## config.mk

```make
export PLATFORM = sky130hd
export DESIGN_NAME = pc_fetch_sequencer_flat
export DESIGN_NICKNAME = d
export VERILOG_FILES = /design/src/rtl/pc_fetch_sequencer_pkg.sv /design/src/rtl/pc_fetch_sequencer_if.sv /design/src/rtl/pc_fetch_sequencer_dec.sv /design/src/rtl/pc_fetch_sequencer.sv /design/src/flat_wrapper.sv
export SDC_FILE = /design/constraint.sdc
export NUM_CORES = 1
export LEC_CHECK = 0
export CAP_MARGIN = 20
export CORE_UTILIZATION = 37
export CTS_CLUSTER_SIZE = 30
export DETAILED_ROUTE_END_ITERATION = 16
export DONT_BUFFER_PORTS = 1
export HOLD_SLACK_MARGIN = 0.05
export SLEW_MARGIN = 15
export SYNTH_ARGS = -nofsm -noshare
export SYNTH_HDL_FRONTEND = slang
export SYNTH_HIERARCHICAL = 1
export SYNTH_SLANG_ARGS = --single-unit
```

## constraint.sdc

```tcl
create_clock -name CLK -period 2.1 [get_ports CLK]
set_clock_uncertainty 0.2 [all_clocks]
set_input_delay 0.21 -clock CLK [delete_from_list [all_inputs] [get_ports CLK]]
set_output_delay 0.21 -clock CLK [all_outputs]
set_load 0.1 [all_outputs]
```

## src/rtl/pc_fetch_sequencer_pkg.sv

```systemverilog
// Shared encodings for the PC fetch/decode/redirect sequencer.
package pc_seq_pkg;

    typedef enum logic [2:0] {
        S_FETCH  = 3'd0,
        S_DECODE = 3'd1,
        S_OPND   = 3'd2,
        S_EXEC   = 3'd3,
        S_REDIR  = 3'd4,
        S_SETTLE = 3'd5,
        S_HALT   = 3'd6
    } state_e;

    localparam logic [2:0] OPC_JMP     = 3'b110;
    localparam logic [2:0] OPC_JZ      = 3'b111;
    localparam logic [7:0] HALT_OP_DEF = 8'h3F;

endpackage

```

## src/rtl/pc_fetch_sequencer_if.sv

```systemverilog
// PC / instruction-memory / execute-unit bundle seen by the fetch sequencer.
interface pc_fetch_sequencer_if #(parameter int AW = 8);

    logic [AW-1:0] PC_cur;
    logic [AW-1:0] PC_next;
    logic          PC_load;
    logic [AW-1:0] PC_target;
    logic          MEM_req;
    logic [AW-1:0] MEM_addr;
    logic [7:0]    MEM_rdata;
    logic          MEM_ready;
    logic [7:0]    IR;
    logic          EXEC_start;
    logic          EXEC_done;
    logic          FLAG_Z;
    logic          HALTED;

    modport master (
        input  PC_cur, MEM_rdata, MEM_ready, EXEC_done, FLAG_Z,
        output PC_next, PC_load, PC_target, MEM_req, MEM_addr, IR, EXEC_start, HALTED
    );

    modport slave (
        output PC_cur, MEM_rdata, MEM_ready, EXEC_done, FLAG_Z,
        input  PC_next, PC_load, PC_target, MEM_req, MEM_addr, IR, EXEC_start, HALTED
    );

endinterface

```

## src/rtl/pc_fetch_sequencer_dec.sv

```systemverilog
// Opcode classifier: HALT wins over the branch classes so HALT_OP may sit anywhere.
module instr_class_dec
    import pc_seq_pkg::*;
#(
    parameter logic [7:0] HALT_OP = HALT_OP_DEF
) (
    input  logic [7:0] ir_i,
    output logic       is_jmp_o,
    output logic       is_jz_o,
    output logic       is_halt_o,
    output logic       is_exec_o
);

    always_comb begin
        is_halt_o = (ir_i == HALT_OP);
        is_jmp_o  = !is_halt_o && (ir_i[7:5] == OPC_JMP);
        is_jz_o   = !is_halt_o && (ir_i[7:5] == OPC_JZ);
        is_exec_o = !(is_halt_o || is_jmp_o || is_jz_o);
    end

endmodule

```

## src/rtl/pc_fetch_sequencer.sv

```systemverilog
// Fetch/decode/redirect controller driving the PC register, instruction memory and execute unit.
module pc_fetch_sequencer
    import pc_seq_pkg::*;
#(
    parameter int         AW      = 8,
    parameter logic [7:0] HALT_OP = HALT_OP_DEF
) (
    input  logic                CLK,
    input  logic                RESET,
    pc_fetch_sequencer_if.master bus
);

    state_e        state_q, state_d;
    logic [7:0]    ir_q, ir_d;
    logic [AW-1:0] tgt_q, tgt_d;
    logic          load_q, load_d;
    logic          start_q, start_d;
    logic          z_q, z_d;
    logic          mem_req;
    logic          is_jmp, is_jz, is_halt, is_exec;

    instr_class_dec #(.HALT_OP(HALT_OP)) u_dec (
        .ir_i      (ir_q),
        .is_jmp_o  (is_jmp),
        .is_jz_o   (is_jz),
        .is_halt_o (is_halt),
        .is_exec_o (is_exec)
    );

    always_ff @(posedge CLK or negedge RESET) begin
        if (!RESET) begin
            state_q <= S_FETCH;
            ir_q    <= '0;
            tgt_q   <= '0;
            load_q  <= 1'b0;
            start_q <= 1'b0;
            z_q     <= 1'b0;
        end else begin
            state_q <= state_d;
            ir_q    <= ir_d;
            tgt_q   <= tgt_d;
            load_q  <= load_d;
            start_q <= start_d;
            z_q     <= z_d;
        end
    end

    always_comb begin
        state_d = state_q;
        ir_d    = ir_q;
        tgt_d   = tgt_q;
        load_d  = 1'b0;
        start_d = 1'b0;
        z_d     = z_q;
        mem_req = 1'b0;
        case (state_q)
            S_FETCH: begin
                mem_req = 1'b1;
                if (bus.MEM_ready) begin
                    ir_d    = bus.MEM_rdata;
                    state_d = S_DECODE;
                end
            end
            S_DECODE: begin
                if (is_halt) begin
                    state_d = S_HALT;
                end else if (is_jmp || is_jz) begin
                    z_d     = bus.FLAG_Z;
                    state_d = S_OPND;
                end else if (is_exec) begin
                    start_d = 1'b1;
                    state_d = S_EXEC;
                end
            end
            S_OPND: begin
                mem_req = 1'b1;
                if (bus.MEM_ready) begin
                    if (is_jmp || (is_jz && z_q)) begin
                        tgt_d   = AW'(bus.MEM_rdata);
                        load_d  = 1'b1;
                        state_d = S_REDIR;
                    end else begin
                        state_d = S_FETCH;
                    end
                end
            end
            // EXEC_done is only trusted once the start pulse has been seen by the unit
            S_EXEC:   if (!start_q && bus.EXEC_done) state_d = S_FETCH;
            S_REDIR:  state_d = S_SETTLE;
            S_SETTLE: state_d = S_FETCH;
            S_HALT:   state_d = S_HALT;
            default:  state_d = S_FETCH;
        endcase
    end

    // The PC load path re-samples PC_val one edge late, so the target is also fed on PC_in
    always_comb begin
        if (state_q == S_REDIR || state_q == S_SETTLE)
            bus.PC_next = tgt_q;
        else if (mem_req && bus.MEM_ready)
            bus.PC_next = bus.PC_cur + AW'(1);
        else
            bus.PC_next = bus.PC_cur;
    end

    assign bus.MEM_req    = mem_req;
    assign bus.MEM_addr   = bus.PC_cur;
    assign bus.PC_load    = load_q;
    assign bus.PC_target  = tgt_q;
    assign bus.IR         = ir_q;
    assign bus.EXEC_start = start_q;
    assign bus.HALTED     = (state_q == S_HALT);

endmodule

```

## src/flat_wrapper.sv

```systemverilog
// flat-port wrapper written by rule: the top's interface ports become plain ports
module pc_fetch_sequencer_flat import pc_seq_pkg::*;
#(
    parameter int         AW      = 8,
    parameter logic [7:0] HALT_OP = HALT_OP_DEF
)
  (CLK, RESET, bus_PC_cur, bus_MEM_rdata, bus_MEM_ready, bus_EXEC_done, bus_FLAG_Z, bus_PC_next, bus_PC_load, bus_PC_target, bus_MEM_req, bus_MEM_addr, bus_IR, bus_EXEC_start, bus_HALTED);
  pc_fetch_sequencer_if #(.AW(AW)) bus_i ();
  input  logic CLK;
  input  logic RESET;
  input wire logic [$bits(bus_i.PC_cur)-1:0] bus_PC_cur;
  input wire logic [$bits(bus_i.MEM_rdata)-1:0] bus_MEM_rdata;
  input wire logic [$bits(bus_i.MEM_ready)-1:0] bus_MEM_ready;
  input wire logic [$bits(bus_i.EXEC_done)-1:0] bus_EXEC_done;
  input wire logic [$bits(bus_i.FLAG_Z)-1:0] bus_FLAG_Z;
  output wire logic [$bits(bus_i.PC_next)-1:0] bus_PC_next;
  output wire logic [$bits(bus_i.PC_load)-1:0] bus_PC_load;
  output wire logic [$bits(bus_i.PC_target)-1:0] bus_PC_target;
  output wire logic [$bits(bus_i.MEM_req)-1:0] bus_MEM_req;
  output wire logic [$bits(bus_i.MEM_addr)-1:0] bus_MEM_addr;
  output wire logic [$bits(bus_i.IR)-1:0] bus_IR;
  output wire logic [$bits(bus_i.EXEC_start)-1:0] bus_EXEC_start;
  output wire logic [$bits(bus_i.HALTED)-1:0] bus_HALTED;
  assign bus_i.PC_cur = bus_PC_cur;
  assign bus_i.MEM_rdata = bus_MEM_rdata;
  assign bus_i.MEM_ready = bus_MEM_ready;
  assign bus_i.EXEC_done = bus_EXEC_done;
  assign bus_i.FLAG_Z = bus_FLAG_Z;
  assign bus_PC_next = bus_i.PC_next;
  assign bus_PC_load = bus_i.PC_load;
  assign bus_PC_target = bus_i.PC_target;
  assign bus_MEM_req = bus_i.MEM_req;
  assign bus_MEM_addr = bus_i.MEM_addr;
  assign bus_IR = bus_i.IR;
  assign bus_EXEC_start = bus_i.EXEC_start;
  assign bus_HALTED = bus_i.HALTED;
  pc_fetch_sequencer #(.AW(AW), .HALT_OP(HALT_OP)) u_core (.CLK(CLK), .RESET(RESET), .bus(bus_i));
endmodule
```

==> flow_summary.ini <==
[timing]
hold_viol_final = 0
rsz0062_at_grt = yes
final_max_slew_viol_count = 0
fin_crit_ns = 2.47
slew-limit-headroom = 0.692
fmax_mhz = 404
tightest_slew_ns = 0.459
setup_slack_ns = -0.374
setup_viol = 8
hold_ws_ns = 0.124
setup_tns_ns = -2.49
period_share = 1.18

[synth]
synth_ff_type = dfrtp_1
synth_top_area_share = 0.429
synth_fa_ha_area_frac = 0.00975
synth.yosys.seq_area_share = 0.429
synth_xor_area_frac = 0.00682
ys_warn_count = 6
synth_simple_gate_area_frac = 0.202
async_reset_ff_frac = 1.00
synth_nets = 149
synthMuxAreaShare = 0.165
synth_compound_area_frac = 0.112
synth_area_leaders = dfrtp_1 (43%), mux2_2 (15%), buf_4 (4.7%)
synth_area_sq_um = 1280
ys_ff_latch = 22
synth-edff-count = 0
syn_avg_cell_area_sq_um = 10.1
ys_types = 37
synth_top_family_by_area = simple AND/OR/NAND/NOR gates
synth_top_area_cell = dfrtp_1
syn_inst = 127

[run]
maxCapViolCount = 0

[final_layout]
fillers = 285
num-nets-final = 193
fin_area_sq_um = 1990
postLayoutCoreUtil = 0.597
multi_input_area_sq_um = 807
drive_above_1_share = 0.553
area_delta_synth_final_pct = 55.2
antenna_cells = 0
seq_area_sq_um = 561

[setup_path]
critical_path_class = reg -> out
crit_arrival_ns = 2.06
critPathSlowestCell = or4_4
crit_path_start_kind = flip-flop
crit_chain = or3b_4 -> or4_4 -> a31oi_4 -> buf_12
crit_fanout = 6
path_buf_inv = 1
cpLargestDelayFamily = simple AND/OR/NAND/NOR gates
max_stage_delay_ns = 0.55
cp.required_ns = 1.69
cp-end-kind = primary output

[floorplanning]
rows = 21
core_area_sq_um = 3340
dieArea_sq_um = 3710
ioPinCount = 57
die_width_um = 60.9
start_util = 0.385
die_h_um = 60.9

[detailed_routing]
drt-initial-drc-count = 31
drt-pass1-iter-count = 4
vias = 1163
wire_per_inst_um = 15.0
remaining_drc_errors = 0
wl_um = 3250
drtAntennaViolNets = 0
vias_per_cell = 5.38

[clocking]
cts_sinks = 22
cts_max_path_buffers = 2
clkTransAtPathRegs_ns = 0.13
cts_tree = built
htreeDepth = 1
cts_buffers = 3
worstSkewPairLatency_ns = 0.31
root_buffer = clkbuf_4

[placed_design]
place_area_sq_um = 1750
gp_congestion = 0.826
hpwl_um = 2430
port-buffer-count = 0

[outcome]
status = finished with violations
violations = negative setup slack

[worst_hold_path]
min_path_type = in -> reg

[grt]
grt_pass1_wl_um = 5240
grt_start_max_net_pins = 23
antenna_found_initial = 0
track_usage = 0.196
first_global_vias = 1125
grt-ovfl-total = 0
-- sequential cells by signal, indices dropped and copies added (netlist names) --
name	flops
u_core/bus.EXEC_start	1
u_core/bus.IR	8
u_core/bus.PC_load	1
u_core/bus.PC_target	8
u_core/state_q	3
u_core/z_q	1
-- stage by stage --
stage               setup slack (ns)  std cells
floorplan                     -0.379        127
global placement             -0.0443        195
detailed placement           -0.0775        195
CTS                           -0.395        213
global route                  -0.442        216
finish                        -0.374        216
-- synthesized netlist by cell type (2+ instances only) --
master	number
o21ai_0	5
buf_4	8
or3_1	4
nand2_1	11
inv_1	2
o31ai_1	2
dfrtp_1	22
mux2i_1	2
nand4_1	2
a31oi_1	5
nor2b_1	2
or4_1	3
mux2_2	17
nor2_1	10
nand3_1	4
nor3_1	4
buf_2	3
o311ai_0	2
-- path summary, 6_finish.rpt --
path,startpoint,endpoint,slack [ns],depth (start not counted)
setup / recovery,u_core/state_q[2]$_DFFE_PN0P_,bus_PC_next[5],-0.37,4
hold / removal,bus_MEM_ready,u_core/state_q[1]$_DFFE_PN0P_,0.12,2
setup reg to reg,u_core/state_q[2]$_DFFE_PN0P_,u_core/z_q$_DFFE_PN0P_,0.06,5
hold reg to reg,u_core/z_q$_DFFE_PN0P_,u_core/z_q$_DFFE_PN0P_,0.33,1
max in group asynchronous,RESET,u_core/bus.IR[2]$_DFFE_PN0P_,0.75,3
min in group asynchronous,RESET,u_core/bus.PC_target[6]$_DFFE_PN0P_,0.52,2
-- kinds of logic (layout without fill, tap and decap cells) --
kind of cell	after synthesis	after routing
AO/OA/AOI/OAI	21	21
XOR/XNOR	1	1
adder cells (fa/ha/maj)	1	1
buffers and inverters	15	58
flip-flops	22	22
multiplexers	19	19
AND/OR/NAND/NOR	48	48
-- cell type report --
type | count | area share
timing repair buffer | 52 | 0.263
inverter | 2 | 0.00377
clock buffer | 4 | 0.0182
sequential | 22 | 0.281
tap | 46 | 0.0289
multi-input combinational | 90 | 0.405
-- worst reg2reg max path: cells and delay by family (launching register included) --
family        cells  cell delay (ns)
buf+inv           2             0.30
mux               1             0.36
flops             1             0.40
simple gates      2             0.69
-- per-layer routing --
| metal | wire length [um] | vias up | track usage |
|---|---|---|---|
| li1 | - | 545 | - |
| met1 | 1270 | 568 | 0.234 |
| met2 | 1680 | 45 | 0.341 |
| met3 | 267 | 5 | 0.0618 |
| met4 | 27 | 0 | 0.0519 |
| met5 | 0 | - | 0 |
-- repair_timing --
| action | CTS | global route |
|---|---|---|
| hold buffers | 11 | 1 |
| endpoints found under the setup margin | 8 | 8 |
| setup buffers | 3 | 1 |
| pin swaps | 3 | 2 |
| gates resized for setup | 9 | 1 |
| endpoints found under the hold margin | 41 | 4 |
| cloned | 0 | 0 |
-- cells in the final DEF (no fill, tap or decap), types with 4 or more instances in the layout --
| master | instances |
|---|---|
| a31oi_4 | 4 |
| buf_12 | 7 |
| buf_4 | 30 |
| dfrtp_1 | 14 |
| dfrtp_2 | 8 |
| dlygate4sd3_1 | 12 |
| mux2_2 | 17 |
| nand2_1 | 11 |
| nor2_1 | 8 |
| nor3_1 | 4 |
Power is left out: the tool's default activity adds up to more than one toggle a clock period on the data nets, which glitch-free logic cannot reach.
